--- src/rtl/ws281x_pkg.sv ---
// Shared types and constants for the WS281x receive path.
`timescale 1ns/1ps
package ws281x_pkg;
    typedef enum logic [1:0] {
        SYNC = 2'd0,
        IDLE = 2'd1,
        HIGH = 2'd2,
        LOW  = 2'd3
    } state_e;

    localparam int         PIXEL_BITS = 24;
    localparam logic [7:0] HI_CNT_MAX = 8'hff;
endpackage

--- src/rtl/ws281x_rx_sync.sv ---
// Two-flop synchronizer for the serial line plus registered rise/fall pulses.
// Pulses appear 3 clocks after a din_i transition; lvl_o is the delayed level.
`timescale 1ns/1ps
module ws281x_rx_sync (
    input  logic clk_i,
    input  logic rst_i,
    input  logic din_i,
    output logic lvl_o,
    output logic rise_o,
    output logic fall_o
);
    logic s1_q, s2_q, d_q, rise_q, fall_q;

    always_ff @(posedge clk_i or posedge rst_i) begin
        if (rst_i) begin
            s1_q   <= 1'b0;
            s2_q   <= 1'b0;
            d_q    <= 1'b0;
            rise_q <= 1'b0;
            fall_q <= 1'b0;
        end else begin
            s1_q   <= din_i;
            s2_q   <= s1_q;
            d_q    <= s2_q;
            rise_q <= s2_q & ~d_q;
            fall_q <= ~s2_q & d_q;
        end
    end

    assign lvl_o  = d_q;
    assign rise_o = rise_q;
    assign fall_o = fall_q;
endmodule

--- src/rtl/ws281x_rx.sv ---
// WS281x serial receiver: classifies pulse widths, assembles GRB pixels into
// pixel-RAM writes and flags end of frame on the latch gap.
`timescale 1ns/1ps
module ws281x_rx
    import ws281x_pkg::*;
#(
    parameter int unsigned ADDR_WIDTH   = 6,
    parameter int unsigned MIN_HIGH_CNT = 2
) (
    input  logic                  clk_i,
    input  logic                  rst_i,
    input  logic                  din_i,
    input  logic [7:0]            thr_cnt_i,
    input  logic [15:0]           rst_cnt_i,
    output logic                  wr_en_o,
    output logic [ADDR_WIDTH-1:0] wr_addr_o,
    output logic [31:0]           wr_data_o,
    output logic                  frame_done_o,
    output logic [ADDR_WIDTH:0]   pix_cnt_o,
    output logic                  err_o
);
    localparam int unsigned        PIX_MAX_I = 2 ** ADDR_WIDTH;
    localparam logic [ADDR_WIDTH:0] PIX_MAX  = PIX_MAX_I[ADDR_WIDTH:0];
    localparam logic [4:0]         LAST_BIT  = 5'(PIXEL_BITS - 1);

    logic lvl, rise, fall;

    ws281x_rx_sync u_sync (
        .clk_i  (clk_i),
        .rst_i  (rst_i),
        .din_i  (din_i),
        .lvl_o  (lvl),
        .rise_o (rise),
        .fall_o (fall)
    );

    state_e                state_q;
    logic [7:0]            hi_cnt_q;
    logic [15:0]           lo_cnt_q;
    logic [4:0]            bit_cnt_q;
    logic [23:0]           shreg_q;
    logic [ADDR_WIDTH:0]   wr_cnt_q;
    logic [ADDR_WIDTH-1:0] wr_addr_q;
    logic                  wr_en_q;
    logic [31:0]           wr_data_q;
    logic                  frame_done_q;
    logic [ADDR_WIDTH:0]   pix_cnt_q;
    logic                  err_q;

    logic [15:0] rst_thr;
    logic [15:0] lo_inc;
    logic        bit_val;
    logic [23:0] shreg_d;

    // A zero latch gap would end every frame instantly; treat it as one clock.
    assign rst_thr = (rst_cnt_i == 16'd0) ? 16'd1 : rst_cnt_i;
    assign lo_inc  = (lo_cnt_q == 16'hffff) ? lo_cnt_q : lo_cnt_q + 16'd1;
    assign bit_val = hi_cnt_q > thr_cnt_i;
    assign shreg_d = {shreg_q[22:0], bit_val};

    always_ff @(posedge clk_i or posedge rst_i) begin
        if (rst_i) begin
            state_q      <= SYNC;
            hi_cnt_q     <= 8'd0;
            lo_cnt_q     <= 16'd0;
            bit_cnt_q    <= 5'd0;
            shreg_q      <= 24'd0;
            wr_cnt_q     <= '0;
            wr_addr_q    <= '0;
            wr_en_q      <= 1'b0;
            wr_data_q    <= 32'd0;
            frame_done_q <= 1'b0;
            pix_cnt_q    <= '0;
            err_q        <= 1'b0;
        end else begin
            wr_en_q      <= 1'b0;
            frame_done_q <= 1'b0;
            case (state_q)
                SYNC: begin
                    if (lvl) begin
                        lo_cnt_q <= 16'd0;
                    end else begin
                        lo_cnt_q <= lo_inc;
                        if (lo_inc >= rst_thr) state_q <= IDLE;
                    end
                end
                IDLE: begin
                    if (rise) begin
                        state_q   <= HIGH;
                        hi_cnt_q  <= 8'd1;
                        bit_cnt_q <= 5'd0;
                        wr_cnt_q  <= '0;
                        err_q     <= 1'b0;
                    end
                end
                HIGH: begin
                    if (fall) begin
                        if (hi_cnt_q < 8'(MIN_HIGH_CNT)) begin
                            err_q     <= 1'b1;
                            state_q   <= SYNC;
                            lo_cnt_q  <= 16'd0;
                            bit_cnt_q <= 5'd0;
                        end else begin
                            shreg_q  <= shreg_d;
                            lo_cnt_q <= 16'd1;
                            state_q  <= LOW;
                            if (bit_cnt_q == LAST_BIT) begin
                                bit_cnt_q <= 5'd0;
                                // RAM is full: drop the pixel but remember it happened.
                                if (wr_cnt_q < PIX_MAX) begin
                                    wr_en_q   <= 1'b1;
                                    wr_data_q <= {8'h00, shreg_d};
                                    wr_addr_q <= wr_cnt_q[ADDR_WIDTH-1:0];
                                    wr_cnt_q  <= wr_cnt_q + 1'b1;
                                end else begin
                                    err_q <= 1'b1;
                                end
                            end else begin
                                bit_cnt_q <= bit_cnt_q + 5'd1;
                            end
                        end
                    end else if (hi_cnt_q == HI_CNT_MAX) begin
                        err_q     <= 1'b1;
                        state_q   <= SYNC;
                        lo_cnt_q  <= 16'd0;
                        bit_cnt_q <= 5'd0;
                    end else begin
                        hi_cnt_q <= hi_cnt_q + 8'd1;
                    end
                end
                LOW: begin
                    // End of frame takes priority over a coincident rise.
                    if (lo_cnt_q >= rst_thr) begin
                        if (bit_cnt_q != 5'd0) err_q <= 1'b1;
                        frame_done_q <= 1'b1;
                        pix_cnt_q    <= wr_cnt_q;
                        wr_cnt_q     <= '0;
                        bit_cnt_q    <= 5'd0;
                        state_q      <= IDLE;
                    end else if (rise) begin
                        state_q  <= HIGH;
                        hi_cnt_q <= 8'd1;
                    end else begin
                        lo_cnt_q <= lo_inc;
                    end
                end
                default: state_q <= SYNC;
            endcase
        end
    end

    assign wr_en_o      = wr_en_q;
    assign wr_addr_o    = wr_addr_q;
    assign wr_data_o    = wr_data_q;
    assign frame_done_o = frame_done_q;
    assign pix_cnt_o    = pix_cnt_q;
    assign err_o        = err_q;
endmodule

--- config.mk ---
export PLATFORM = sky130hd
export DESIGN_NAME = ws281x_rx
export DESIGN_NICKNAME = d
export VERILOG_FILES = /design/src/rtl/ws281x_pkg.sv /design/src/rtl/ws281x_rx_sync.sv /design/src/rtl/ws281x_rx.sv
export SDC_FILE = /design/constraint.sdc
export NUM_CORES = 1
export LEC_CHECK = 0
export CAP_MARGIN = 20
export CORE_ASPECT_RATIO = 1.5
export CORE_MARGIN = 3
export CORE_UTILIZATION = 40
export DETAILED_ROUTE_END_ITERATION = 7
export SETUP_SLACK_MARGIN = 0.02
export SYNTH_ARGS = -nofsm -noshare
export SYNTH_HDL_FRONTEND = slang
export SYNTH_SLANG_ARGS = --single-unit
--- constraint.sdc ---
create_clock -name clk_i -period 3.9 [get_ports clk_i]
set_input_delay 0.39 -clock clk_i [delete_from_list [all_inputs] [get_ports clk_i]]
set_output_delay 0.39 -clock clk_i [all_outputs]
set_load 0.02 [all_outputs]
# Word level (Yosys, flattened, before mapping)

Index checks and enable logic that the tools add are counted.

Input port bits: 27
Register bits after elaboration: 106
Word-level logic and storage cells: 119

Eq/ne operators: 22
Add/sub/neg operators: 4
$lt $le $gt $ge: 5
Bitwise logic cells: 5
Muxes and demuxes: 52
Reductions and logical operators: 14

Operators with widths:

| cell                                                                         | count |
|---|---|
| 16-bit two-way mux                                                           | 7 |
| 16-bit case mux with 3 select lines                                          | 1 |
| 7-bit two-way mux                                                            | 6 |
| 16-bit greater-or-equal comparator                                           | 2 |
| 8-bit two-way mux                                                            | 4 |
| 5-bit two-way mux                                                            | 6 |
| 8-bit case mux with 3 select lines                                           | 1 |
| 2-bit != test, second input constant                                         | 11 |
| 7-bit case mux with 3 select lines                                           | 1 |
| 16-bit by 1-bit adder with 16-bit output, second input constant              | 1 |
| 16-bit == test, second input constant                                        | 1 |
| 16-bit logical NOT                                                           | 1 |
| 1-bit two-way mux                                                            | 16 |
| 5-bit case mux with 3 select lines                                           | 1 |
| 2-bit two-way mux                                                            | 7 |
| 7-bit AND reduction                                                          | 2 |
| 4-bit AND reduction                                                          | 3 |
| 8-bit by 1-bit adder with 8-bit output, second input constant                | 1 |
| 8-bit == test, second input constant                                         | 1 |
| 8-bit greater-than comparator                                                | 1 |
| 8-bit by 2-bit less-than comparator with 1-bit output, second input constant | 1 |
| 4-bit != test, second input constant                                         | 2 |
| 2-bit case mux with 4 select lines                                           | 1 |
| 7-bit by 1-bit adder with 7-bit output, second input constant                | 1 |
| other kinds (16)                                                             | 23 |

# Depth between registers and ports, before layout

Depth after elaboration: 6
Mapped depth: 13
Gate-level depth less buffers: 13

# By module

From an unflattened synthesis, not the netlist that was laid out.

Cells, all modules: 618
Area total of the unflattened synthesis: 6030.8 sq um

By module, submodules not included:

| module         | area each (sq um) | times used | cells an instance |
|---|---|---|---|
| ws281x_rx      | 5886.9            | 1          | 610 |
| ws281x_rx_sync | 143.9             | 1          | 8 |

# Least setup slack after synthesis

OpenSTA, ideal clock, no wires.

Path type: reg2reg
Start: register lo_cnt_q[0]
End: register state_q[0]
Required time: 3.766 ns
Stages on the path, launching flop included: 14
Slack: 1.031 ns
Path buffers: 0
Period minus slack after synthesis: 2.869 ns
Arrival: 2.735 ns
Cell sequence: dfrtp_1 ha_1 nand2_1 nor4_1 a41oi_1 nand2_1 xnor2_1 ha_1 a21oi_1 nor2_1 nor2_1 nand2_1 a2111oi_0 a21oi_1

Longest elaborated chain between the ends: 5

Ends and longest elaborated chain:

| item                                                                              | RTL line         | RTL |
|---|---|---|
| start, declared                                                                   | ws281x_rx.sv:39  | `logic [15:0] lo_cnt_q;` |
| start signal, assigned                                                            | ws281x_rx.sv:83  | `lo_cnt_q <= lo_inc;` |
| start signal, assigned                                                            | ws281x_rx.sv:144 | `lo_cnt_q <= lo_inc;` |
| 16-bit by 1-bit adder with 16-bit output / 16-bit == test (equally long branches) | ws281x_rx.sv:57  | `assign lo_inc = (lo_cnt_q == 16'hffff) ? lo_cnt_q : lo_cnt_q + 16'd1;` |
| 16-bit two-way mux                                                                | ws281x_rx.sv:57  |  |
| 16-bit greater-or-equal comparator                                                | ws281x_rx.sv:84  | `if (lo_inc >= rst_thr) state_q <= IDLE;` |
| 2-bit != test (no source line)                                                    | -                |  |
| 3-bit AND reduction (no source line)                                              | -                |  |
| end signal, assigned                                                              | ws281x_rx.sv:63  | `state_q <= SYNC;` |
| end signal, assigned                                                              | ws281x_rx.sv:84  |  |
| end signal, assigned                                                              | ws281x_rx.sv:89  | `state_q <= HIGH;` |
| end, declared                                                                     | ws281x_rx.sv:37  | `state_e state_q;` |

Parallel ways exist; a longest one is shown, timed or not.
A chain may end at the register's enable or synchronous reset.

# Worst setup path after layout

Start: register lo_cnt_q[1]
End: register state_q[0]

Same word-level chain as after synthesis.

==> reports/qor.yml <==
sta:
  timing.slew.headroom_pct: 35.4
  finalSetupViolations: 0
  setup_tns_ns: 0
  finalClockSkew_ns: 0.00884
  slew_violations: 0
  hold_viol: 0
  period_minus_slack_ns: 3.42
  fmax_mhz: 293
  timing.final.crit_share_pct: 87.7
  rsz0062_at_grt: "false"
  worst_pin_slew_ns: 0.962
  fin_hold_ws_ns: 0.358
setup_path:
  worstPathRequired_ns: 4.12
  worstPathMaxFanout: 5
  crit_path_start_kind: "flip-flop"
  path_class: "flip-flop to flip-flop"
  endpoint_kind: "flip-flop"
  worst_ep_arrival_time_ns: 3.64
global_routing:
  antenna_found_initial: 0
  grt.overflow.total: 0
  grt_max_degree: 56
  grt_pass1_wl_mm: 22.5
  grt_use_total_pct: 16.8
  grt_pass1_vias: 4783
final_layout:
  fin_nets: 781
  antennaDiodeCount: 0
  area_growth_pct: 19.6
  final_util_pct: 49.3
  stdcell_area_um2: 6960
  drive_gt1_share_pct: 6.72
synthesis:
  synth_largest_area_cell: "dfrtp_1"
  synth-edff-count: 0
  synth-async-reset-ratio_pct: 100
  synth.yosys.seq_area_share_pct: 45.6
  synth.most_common_cell: "nand2_1"
  yosys_warnings: 0
  syn_area_um2: 5820
  synth_area_per_cell_um2: 9.08
  synth_top_area_share_pct: 45.6
  netlist_instances: 641
  synth_cell_types: 59
  synthFlopType: "dfrtp_1"
  synth-seq-cells: 106
  synth_common_cells: "181 x nand2_1, 106 x dfrtp_1, 45 x ha_1, 43 x a21oi_1, 34 x inv_1"
  synthTopCellsByArea: "dfrtp_1 46%, nand2_1 12%, ha_1 9.7%"
drt:
  vias_per_cell: 5.25
  routedWlPerCell_um: 14.6
  routed_wirelength_mm: 13.2
  vias: 4756
  drc_errors: 0
  drt_iter0_drc: 200
  ant_nets: 0
  first_pass_iters: 5
min_path:
  hp-class: "flip-flop to flip-flop"
clock_network:
  cts_made_buffers: 9
  postCtsSetupRepairBufs: 0
  insertion_delay_ns: 0.34
  cts_resized: 0
  tritoncts: "yes"
  cts_max_path_buffers: 2
  cts.sinks: 106
  cts_root_buf: "clkbuf_16"
  hold_buffers: 0
  htree_levels: 3
  path_clk_slew_ns: 0.07
placement:
  place_hpwl_mm: 10.1
  place_congestion: 0.870
  dpl_cell_area_um2: 6680
  portBuffers: 66
die:
  initial_core_util_pct: 41.2
  rows: 53
  die_h_um: 154
  die-area_um2: 16100
  ios: 75
  core_area_um2: 14100
  die_w_um: 104
pwr:
  finalPower_w: 0.00300
  ir_drop_mv: 0.248
  powerDensity_nw_per_um2: 431
  p_leak_nw: 3.43
outcome:
  status: "complete, no violations"
run:
  drv_cap: 0
-- power breakdown --
group          internal [W]  switching (W)
registers           0.00120       0.000162
logic              0.000312       0.000466
clock network      0.000443       0.000414
-- worst paths after layout --
kind | start | endpoint | slack (ns) | cells after the start
min | u_sync.s1_q | u_sync.s2_q | 0.36 | 0
max reg2reg | lo_cnt_q[1] | state_q[0] | 0.48 | 13
min reg2reg | u_sync.s1_q | u_sync.s2_q | 0.36 | 0
max | lo_cnt_q[1] | state_q[0] | 0.48 | 13
max in group asynchronous | rst_i | pix_cnt_o[6] | 2.57 | 3
min in group asynchronous | rst_i | frame_done_o | 0.50 | 2
-- layout make-up --
| type | count | area [µm²] |
|---|---|---|
| fillers | 1347 | 7170 |
| multi-input cells | 479 | 2900 |
| clock inverters | 6 | 51.3 |
| inverters | 35 | 134 |
| well taps | 192 | 240 |
| flip-flops and latches | 106 | 2650 |
| repair buffers | 78 | 751 |
| clock buffers | 10 | 229 |
-- stage by stage --
stage	setup WS, ns	std cells
6_report	0.481	906
5_1_grt	0.166	906
4_1_cts	0.506	906
3_5_place_dp	0.317	890
3_3_place_gp	0.463	890
2_1_floorplan	0.721	648
-- cells by family after synthesis --
kind of cell / after synthesis / synth area share (%)
xor+xnor: 12 / 1.81
other cells: 1 / 0.0644
mux: 14 / 2.73
fa+ha+maj: 45 / 9.68
simple gates: 281 / 21.6
flops: 106 / 45.6
buf+inv: 63 / 5.01
compound gates: 119 / 13.5
-- layout by cell type, fill, tap and decap left out, types with 6 or more instances in the layout --
| master | n |
|---|---|
| nand2_1 | 181 |
| dfrtp_1 | 106 |
| clkdlybuf4s50_1 | 66 |
| ha_1 | 45 |
| a21oi_1 | 43 |
| inv_1 | 33 |
| nor2_1 | 22 |
| o21ai_0 | 16 |
| nand3_1 | 13 |
| nand4_1 | 12 |
| buf_4 | 12 |
| nor3_1 | 11 |
| mux2_2 | 11 |
| a22o_1 | 11 |
| xnor2_1 | 10 |
| clkbuf_16 | 9 |
| or4_1 | 8 |
| conb_1 | 8 |
| o21a_1 | 7 |
| nor2b_1 | 7 |
| o31ai_1 | 6 |
-- per-layer routing --
layer,track usage [%],wire (µm)
met1,19.4,5520
met3,2.86,491
met2,30.5,6830
met5,0,0
met4,7.35,376
-- critical path: stages, from the launching register on --
cell,delay (ns)
dfrtp_1,0.44
ha_1,0.34
nand2_1,0.16
nor4_1,0.36
a41oi_1,0.34
nand2_1,0.22
xnor2_1,0.14
ha_1,0.26
a21oi_1,0.19
nor2_1,0.07
nor2_1,0.08
nand2_1,0.12
a2111oi_0,0.44
a21oi_1,0.12
-- flip-flops by register name, summed over array words and instances, names as in the netlist, 2 cells and up --
register	count
bit_cnt_q	5
wr_data_o	24
pix_cnt_o	7
lo_cnt_q	16
state_q	2
wr_cnt_q	7
wr_addr_o	6
shreg_q	23
hi_cnt_q	8
No activity file was read; power rests on OpenSTA's default activity.
